[config.mk]
export PLATFORM = sky130hd
export DESIGN_NAME = mod_exp_ctrl
export DESIGN_NICKNAME = d
export VERILOG_FILES = /design/src/rtl/mod_exp_pkg.sv /design/src/rtl/mod_exp_ctrl_mul_req.sv /design/src/rtl/mod_exp_ctrl.sv
export SDC_FILE = /design/constraint.sdc
export NUM_CORES = 2
export LEC_CHECK = 0
export BUFFER_PORTS_ARGS = -buffer_cell sky130_fd_sc_hd__clkbuf_2
export CELL_PAD_IN_SITES_DETAIL_PLACEMENT = 1
export CELL_PAD_IN_SITES_GLOBAL_PLACEMENT = 2
export CORE_ASPECT_RATIO = 0.6
export CORE_MARGIN = 2
export CORE_UTILIZATION = 34
export CTS_BUF_LIST = sky130_fd_sc_hd__clkbuf_8 sky130_fd_sc_hd__clkbuf_16
export DETAILED_ROUTE_END_ITERATION = 7
export HOLD_SLACK_MARGIN = 0.05
export PLACE_DENSITY_LB_ADDON = 0.12
export SYNTH_ARGS = -nofsm -noshare
export SYNTH_HDL_FRONTEND = slang
export SYNTH_SLANG_ARGS = --single-unit
[constraint.sdc]
create_clock -name clk -period 2.4 [get_ports clk]
set_input_delay 0.12 -clock clk [delete_from_list [all_inputs] [get_ports clk]]
set_output_delay 0.12 -clock clk [all_outputs]
set_load 0.01 [all_outputs]
[src/rtl/mod_exp_pkg.sv]
// mod_exp_pkg: shared constants, FSM/handshake encodings and priority encoder for mod_exp_ctrl
package mod_exp_pkg;

  localparam int K    = 192;
  localparam int LOGK = 8;

  localparam logic [K-1:0] M        = 192'hfffffffffffffffffffffffffffffffeffffffffffffffff;
  localparam logic [K-1:0] R_MOD_M  = 192'h000000000000000000000000000000010000000000000001;
  localparam logic [K-1:0] R2_MOD_M = 192'h000000000000000100000000000000020000000000000001;

  typedef enum logic [2:0] {
    ST_IDLE      = 3'd0,
    ST_TO_MONT   = 3'd1,
    ST_SQR       = 3'd2,
    ST_MUL       = 3'd3,
    ST_NEXT      = 3'd4,
    ST_FROM_MONT = 3'd5,
    ST_DONE      = 3'd6
  } state_e;

  typedef enum logic [1:0] {
    PH_IDLE    = 2'd0,
    PH_ISSUE   = 2'd1,
    PH_WAIT_LO = 2'd2,
    PH_WAIT_HI = 2'd3
  } phase_e;

  // Index of the highest set bit; 0 when v is zero (callers test for zero separately).
  function automatic logic [LOGK-1:0] msb_idx(input logic [K-1:0] v);
    msb_idx = '0;
    for (int i = 0; i < K; i++)
      if (v[i]) msb_idx = LOGK'(i);
  endfunction

endpackage

[src/rtl/mod_exp_ctrl_mul_req.sv]
// mod_mul_req: one Montgomery product request -> start pulse, stale-done drain, result capture
module mod_mul_req
  import mod_exp_pkg::*;
(
  input  logic         clk,
  input  logic         rst_n,
  input  logic         req,
  input  logic [K-1:0] op_a,
  input  logic [K-1:0] op_b,
  output logic         ack,
  output logic [K-1:0] res,
  output logic [K-1:0] mm_x,
  output logic [K-1:0] mm_y,
  output logic         mm_start,
  input  logic [K-1:0] mm_z,
  input  logic         mm_done
);

  phase_e       phase_q, phase_d;
  logic [K-1:0] mm_x_q, mm_x_d, mm_y_q, mm_y_d, res_q, res_d;
  logic         mm_start_q, mm_start_d, ack_q, ack_d;

  // Handshake sequencing; operands latch on request and stay put until the next request.
  always_comb begin
    phase_d    = phase_q;
    mm_x_d     = mm_x_q;
    mm_y_d     = mm_y_q;
    res_d      = res_q;
    mm_start_d = 1'b0;
    ack_d      = 1'b0;
    case (phase_q)
      PH_IDLE: if (req) begin
        mm_x_d     = op_a;
        mm_y_d     = op_b;
        mm_start_d = 1'b1;
        phase_d    = PH_ISSUE;
      end
      PH_ISSUE:   phase_d = PH_WAIT_LO;
      PH_WAIT_LO: if (!mm_done) phase_d = PH_WAIT_HI;
      PH_WAIT_HI: if (mm_done) begin
        res_d   = mm_z;
        ack_d   = 1'b1;
        phase_d = PH_IDLE;
      end
      default:    phase_d = PH_IDLE;
    endcase
  end

  // Handshake registers.
  always_ff @(posedge clk or negedge rst_n) begin
    if (!rst_n) begin
      phase_q    <= PH_IDLE;
      mm_x_q     <= '0;
      mm_y_q     <= '0;
      res_q      <= '0;
      mm_start_q <= 1'b0;
      ack_q      <= 1'b0;
    end else begin
      phase_q    <= phase_d;
      mm_x_q     <= mm_x_d;
      mm_y_q     <= mm_y_d;
      res_q      <= res_d;
      mm_start_q <= mm_start_d;
      ack_q      <= ack_d;
    end
  end

  assign mm_x     = mm_x_q;
  assign mm_y     = mm_y_q;
  assign mm_start = mm_start_q;
  assign res      = res_q;
  assign ack      = ack_q;

endmodule

[src/rtl/mod_exp_ctrl.sv]
// mod_exp_ctrl: left-to-right Montgomery square-and-multiply sequencer (MOD_EXP_SKIP_LEADING_ZERO_EN skips leading-zero squarings)
module mod_exp_ctrl
  import mod_exp_pkg::*;
(
  input  logic         clk,
  input  logic         rst_n,
  input  logic         start,
  input  logic [K-1:0] x,
  input  logic [K-1:0] e,
  output logic [K-1:0] z,
  output logic         done,
  output logic         busy,
  output logic [K-1:0] mm_x,
  output logic [K-1:0] mm_y,
  output logic         mm_start,
  input  logic [K-1:0] mm_z,
  input  logic         mm_done
);

  state_e          state_q, state_d;
  logic [LOGK-1:0] idx_q, idx_d;
  logic [K-1:0]    a_q, a_d, xb_q, xb_d, x_q, x_d, e_q, e_d, z_q, z_d;
  logic            done_q, done_d, busy_q, busy_d, iss_q, iss_d;
  logic            req, ack, mp_state;
  logic [K-1:0]    op_a, op_b, res;

  // Operand selection for the product owned by the current state.
  always_comb begin
    mp_state = (state_q == ST_TO_MONT) || (state_q == ST_SQR) ||
               (state_q == ST_MUL) || (state_q == ST_FROM_MONT);
    req      = mp_state && !iss_q;
    op_a     = (state_q == ST_TO_MONT) ? x_q : a_q;
    op_b     = (state_q == ST_TO_MONT)   ? R2_MOD_M :
               (state_q == ST_MUL)       ? xb_q :
               (state_q == ST_FROM_MONT) ? K'(1) : a_q;
    iss_d    = ack ? 1'b0 : (req ? 1'b1 : iss_q);
  end

  // Exponentiation FSM: each product state advances only on the multiplier ack.
  always_comb begin
    state_d = state_q;
    idx_d   = idx_q;
    a_d     = a_q;
    xb_d    = xb_q;
    x_d     = x_q;
    e_d     = e_q;
    z_d     = z_q;
    done_d  = done_q;
    busy_d  = busy_q;
    case (state_q)
      ST_IDLE, ST_DONE: if (start) begin
        x_d     = x;
        e_d     = e;
        done_d  = 1'b0;
        busy_d  = 1'b1;
        state_d = ST_TO_MONT;
      end
      ST_TO_MONT: if (ack) begin
        xb_d    = res;
        a_d     = R_MOD_M;
`ifdef MOD_EXP_SKIP_LEADING_ZERO_EN
        idx_d   = msb_idx(e_q);
        state_d = (|e_q) ? ST_SQR : ST_FROM_MONT;
`else
        idx_d   = LOGK'(K - 1);
        state_d = ST_SQR;
`endif
      end
      ST_SQR: if (ack) begin
        a_d     = res;
        state_d = e_q[idx_q] ? ST_MUL : ST_NEXT;
      end
      ST_MUL: if (ack) begin
        a_d     = res;
        state_d = ST_NEXT;
      end
      ST_NEXT: begin
        idx_d   = (idx_q == '0) ? idx_q : idx_q - 1'b1;
        state_d = (idx_q == '0) ? ST_FROM_MONT : ST_SQR;
      end
      ST_FROM_MONT: if (ack) begin
        a_d     = res;
        z_d     = res;
        done_d  = 1'b1;
        busy_d  = 1'b0;
        state_d = ST_DONE;
      end
      default: state_d = ST_IDLE;
    endcase
  end

  // Sequencer state and datapath registers.
  always_ff @(posedge clk or negedge rst_n) begin
    if (!rst_n) begin
      state_q <= ST_IDLE;
      idx_q   <= '0;
      a_q     <= '0;
      xb_q    <= '0;
      x_q     <= '0;
      e_q     <= '0;
      z_q     <= '0;
      done_q  <= 1'b0;
      busy_q  <= 1'b0;
      iss_q   <= 1'b0;
    end else begin
      state_q <= state_d;
      idx_q   <= idx_d;
      a_q     <= a_d;
      xb_q    <= xb_d;
      x_q     <= x_d;
      e_q     <= e_d;
      z_q     <= z_d;
      done_q  <= done_d;
      busy_q  <= busy_d;
      iss_q   <= iss_d;
    end
  end

  mod_mul_req u_req (
    .clk      (clk),
    .rst_n    (rst_n),
    .req      (req),
    .op_a     (op_a),
    .op_b     (op_b),
    .ack      (ack),
    .res      (res),
    .mm_x     (mm_x),
    .mm_y     (mm_y),
    .mm_start (mm_start),
    .mm_z     (mm_z),
    .mm_done  (mm_done)
  );

  assign z    = z_q;
  assign done = done_q;
  assign busy = busy_q;

endmodule

After elaboration in Yosys (flattened, before gate mapping) --
Index checks and enable logic that the tools add are counted.
Operators by class: $add $sub $neg 1, $lt $le $gt $ge 1, divide/modulo/power cells 0, shift operators 0, multipliers 0, reductions and logical operators 24, muxes and demuxes 36, bitwise operators 0, equality and inequality tests 19
Operators by type and width (number):
- 192-bit 2-to-1 mux | 6
- 192-bit case mux with 2 select lines | 1
- 3-bit 2-to-1 mux | 7
- 3-bit case mux with 6 select lines | 1
- 8-bit 2-to-1 mux | 2
- 8-bit case mux with 2 select lines | 1
- 3-bit AND reduction | 4
- 1-bit 2-to-1 mux | 11
- 2-bit by 1-bit != test with 1-bit output (second input constant) | 5
- 2-bit != test (second input constant) | 5
- 2-bit AND reduction | 5
- 3-bit == test (second input constant) | 3
- 8-bit by 9-bit less-than comparator with 1-bit output (second input constant) | 1
- 1-bit binary-select mux with 8-bit select | 1
- 8-bit logical NOT | 1
- 2-bit case mux with 4 select lines | 1
- 2-bit nonzero test | 4
- 8-bit by 1-bit subtractor with 8-bit output (second input constant) | 1
- 3-bit by 2-bit == test with 1-bit output (second input constant) | 2
- 2-bit 2-to-1 mux | 3
- 5-bit AND reduction | 1
- 2-bit == test (second input constant) | 2
- 1-bit case mux with 2 select lines | 2
- 3-bit by 1-bit == test with 1-bit output (second input constant) | 1
- 8 further kinds | 10
Storage, ports and cells: output and inout bits 579, memory bits (read-only) 0, logic and storage cells 97, register bits 1554, bits in writable memories 0, memories kept 0, bits in latches 0

Logic depth before layout (Yosys ltp) --
depth in word-level cells 7, mapped depth 11, gate-level depth less buffers 7

Hierarchy --
Synthesis repeated with hierarchy kept, for this count alone.
Second synthesis, totals: cell total of the unflattened synthesis 4402, area total of the unflattened synthesis 65353.9 um^2
Modules (own cells, without submodules):
- mod_exp_ctrl | times used 1, cells each 3169, area an instance 41591.1 um^2
- mod_mul_req | times used 1, cells each 1233, area an instance 23762.8 um^2

Worst setup path after synthesis --
Ideal clock, no wire load.
kind register -> register, start register idx_q[0], end register state_q[0], stages on the path, launching flop included 12, buffers on the path 4, setup slack 0.003 ns, arrival 2.264 ns, period minus slack after synthesis 2.397 ns, cells stage by stage dfrtp_1 buf_2 buf_4 buf_4 buf_2 inv_1 ha_1 a41oi_1 a211oi_1 nor2b_1 a31oi_1 o21ai_1
On the way: longest elaborated chain between the ends 5, elaborated cells on any way between the ends 7
Ends and longest elaborated chain:
- from (decl) | RTL line mod_exp_ctrl.sv:21 | logic [LOGK-1:0] idx_q, idx_d;
- from (signal assigned) | RTL line mod_exp_ctrl.sv:107 | idx_q <= idx_d;
- 1-bit binary-select mux with 8-bit select | RTL line mod_exp_ctrl.sv:71 | state_d = e_q[idx_q] ? ST_MUL : ST_NEXT;
- 1-bit 2-to-1 mux (not written as such) | RTL line mod_exp_ctrl.sv:71
- 3-bit 2-to-1 mux | RTL line mod_exp_ctrl.sv:71
- 3-bit 2-to-1 mux | RTL line mod_exp_ctrl.sv:69 | ST_SQR: if (ack) begin
- 3-bit case mux with 6 select lines (*) | RTL line mod_exp_ctrl.sv:50 | case (state_q)
- to (signal assigned) | RTL line mod_exp_ctrl.sv:106 | state_q <= state_d;
- to (decl) | RTL line mod_exp_ctrl.sv:20 | state_e state_q, state_d;
Every way passes the cells marked *; elsewhere a longest branch is shown, timed or not. The select of a mux whose other input is x is not followed. A chain may end at the register's enable or synchronous reset.

Worst setup path in the final report --
start register idx_q[3], end register state_q[2]
The elaborated chain is that of the path after synthesis.

==> results_dict.tcl <==
set metrics [dict create \
    die_h_um 338 \
    cts_root_buf "clkbuf_16" \
    status "finished, violations left" \
    worstRegToRegCells 8 \
    h-tree-depth 4 \
    setup_slack_ps -177 \
    syn_area_um2 63400 \
    path_clk_slew_ps 60 \
    fin_crit_ps 2580 \
    hold_viol 0 \
    critical_path_arrival_ps 3260 \
    place_ws_ps -373 \
    grt_usage_pct 26.1 \
    leakagePower_nw 42.5 \
    synthDistinctLibCells 48 \
    fin_worst_skew_ps 39.1 \
    dp.final_hpwl_mm 170 \
    grt_setup_unrepaired "true" \
    max_slew_margin_pct 33.3 \
    hold_class "input pin to flip-flop" \
    grt_pass1_vias 53500 \
    final_cell_mix "1550 x dfrtp_1, 1157 x clkbuf_2, 793 x nand2_1, 768 x dlygate4sd3_1, 433 x mux2_2" \
    worstReg2RegEnd "state_q[2]" \
    via_per_inst 5.10 \
    grt_start_max_net_pins 115 \
    path_class "flip-flop to flip-flop" \
    worst_slew_pin_slew_ps 998 \
    vias 48900 \
    setup_viol 3 \
    maxCapViolations 0 \
    synthCells 5034 \
    clock.fmax_mhz 388 \
    fin_nets 7574 \
    grt_overflow 0 \
    violations "negative setup slack" \
    worstSkewPairLatency_ps 800 \
    gp_congestion 0.817 \
    timing.setup.tns_ps -489 \
    worstSetupEndpointType "flip-flop" \
    first_iter_violations 2850 \
    antenna_left 0 \
    comb_power_share_pct 33.1 \
    rows 122 \
    power_frac_seq_pct 42.8 \
    r2r_start "idx_q[3]" \
    seq_area_frac_synth_pct 61.4 \
    design_area_um2 87100 \
    cp.required_ps 3080 \
    fp.dieW_um 561 \
    dpl_cell_area_um2 73700 \
    power.internal_w 0.0704 \
    initial_core_util_pct 34.3 \
    antenna_found_initial 24 \
    grt_pass1_wl_mm 374 \
    routedWlPerCell_um 26.0 \
    power.switching_w 0.0412 \
    power.clock.fraction_pct 24.0 \
    final_common_cell "dfrtp_1" \
    cts_tree "built" \
    drtPass1Iterations 5 \
    ys_ff_latch 1554 \
    cp-startpoint "idx_q[3]" \
    switching_share_pct 36.9 \
    cp-start-kind "flip-flop" \
    worstPathMaxFanout 8 \
    r2r_setup_slack_ps -180 \
    die_area_um2 190000 \
    drive_above_1_share_pct 30.4 \
    coreArea_um2 185000 \
    cts_buffers 166 \
    synth_fp_nets 5619 \
    num_io_pins 1159 \
    report.final.slew_viol_count 0 \
    port_buffers 1158 \
    clock_sinks 1554 \
    cp-endpoint "state_q[2]" \
    routed_wl_mm 250 \
    p_per_area_nw_per_um2 1280 \
    ys_warn_count 0 \
    drc 0 \
    finalCritPeriodShare_pct 107 \
    syn_avg_cell_area_um2 12.6 \
    vdd_drop_max_mv 0.996 \
    cts_buffer_depth 4 \
    syn2layout_area_growth_pct 37.4 \
]
repair_timing:
action	in CTS	in global routing
endpoints found under the hold margin	2070	0
buffers inserted	3	9
pin swaps	1	1
hold buffers	769	0
endpoints found under the setup margin	3	3
gates resized for setup	6	5
synthesized netlist by cell type, drive strengths merged:
| master | number | area (um^2) |
|---|---|---|
| a211o | 1 | 8.76 |
| nor4b | 1 | 8.76 |
| o221a | 1 | 11.3 |
| or4 | 1 | 11.3 |
| a221oi | 189 | 1660 |
| nand3 | 5 | 25.0 |
| mux2 | 771 | 8680 |
| nor3 | 1 | 5.00 |
| and4 | 3 | 26.3 |
| nor4 | 2 | 12.5 |
| a21oi | 10 | 50.1 |
| dfrtp | 1554 | 38900 |
| a31oi | 4 | 25.0 |
| a211oi | 4 | 30.0 |
| xnor2 | 6 | 52.6 |
| ha | 5 | 62.6 |
| o21ai | 207 | 1040 |
| o211a | 1 | 10.0 |
| nor2 | 391 | 1470 |
| a22o | 381 | 3340 |
| nor2b | 8 | 50.1 |
| and3 | 4 | 25.0 |
| a32o | 2 | 20.0 |
| mux2i | 209 | 2090 |
| buf | 87 | 409 |
| a21o | 1 | 7.51 |
| a221o | 2 | 20.0 |
| o2bb2ai | 2 | 17.5 |
| a22oi | 11 | 82.6 |
| o22a | 2 | 17.5 |
| o22ai | 2 | 12.5 |
| nand2b | 4 | 25.0 |
| nand3b | 1 | 7.51 |
| or3b | 2 | 17.5 |
| inv | 15 | 56.3 |
| and2 | 6 | 37.5 |
| nand2 | 795 | 2980 |
| o2111a | 1 | 11.3 |
| a41oi | 1 | 8.76 |
| o221ai | 6 | 52.6 |
| clkbuf | 294 | 1100 |
| mux4 | 41 | 923 |
worst min-delay path by stage:
stage,from,to,slack [ps],depth (start not counted)
after detailed placement,rst_n,x_q[50],130,1
final,x[107],x_q[107],100,3
after floorplan,rst_n,a_q[0],-180,0
after CTS,e[150],e_q[150],50,3
after global routing,e[120],e_q[120],70,3
after global placement,rst_n,x_q[50],140,1
flip-flops by register name, summed over array words and instances, names as in the netlist:
register        count
u_req.ack           1
a_q               192
e_q               192
u_req.mm_x        192
u_req.mm_start      1
z                 192
xb_q              192
state_q             3
idx_q               8
done                1
u_req.mm_y        192
x_q               192
iss_q               1
busy                1
u_req.phase_q       2
u_req.res         192
layer usage:
metal / vias to the layer above / share of wire (%) / track usage (%)
met5: - / 0.040 / 0
met4: 16 / 4.2 / 9.88
met3: 443 / 4.5 / 4.79
met2: 1170 / 48 / 42.8
met1: 25500 / 44 / 34.4
li1: 21800 / - / -
cells by family (layout without fill, tap and decap cells):
logic type	count (synthesis)	count (layout)	share of synthesized area, %
other	0	10	0
adders and majority gates	5	5	0.0987
DFF	1554	1554	61.4
buffers and inverters	396	2466	2.48
AOI/OAI and AO/OA	828	828	10.1
xor gates and xnor gates	6	6	0.0829
and+or+nand+nor	1224	1224	7.42
muxes	1021	1021	18.5
through the flow:
step                util (%)  cells  total power (W)  hold slack (ps)
global placement        39.9   8520           0.0830              138
global route            47.1   9594            0.118             67.2
floorplan                  -   5034           0.0654             -176
finish                  47.1   9594            0.112             95.6
detailed placement      39.9   8520           0.0841              131
CTS                     47.1   9575            0.112             50.0
cell type report:
class	instances	area, um^2
diodes	10	25.0
clock buffers	208	4750
clock inverters	75	810
fillers	19500	97700
inverters	15	71.3
multi-input cells	3084	23000
flip-flops and latches	1554	38900
well taps	2480	3100
repair buffers	2168	16400
power groups by stage:
stage	logic, W	registers (W)	clock network [W]
after global routing	0.0403	0.0492	0.0286
after global placement	0.0351	0.0479	0
after CTS	0.0372	0.0478	0.0275
after detailed placement	0.0359	0.0482	0
after floorplan	0.0207	0.0447	0
final	0.0370	0.0478	0.0268
critical path: stages, from the launching register on:
cell	delay, ps
dfrtp_1	470
nor2b_1	830
a22o_1	280
nor4b_2	50
buf_4	130
nor4_1	230
a211oi_2	100
buf_4	170
o211a_1	210
Note: power is estimated with default switching activity, not from simulation.
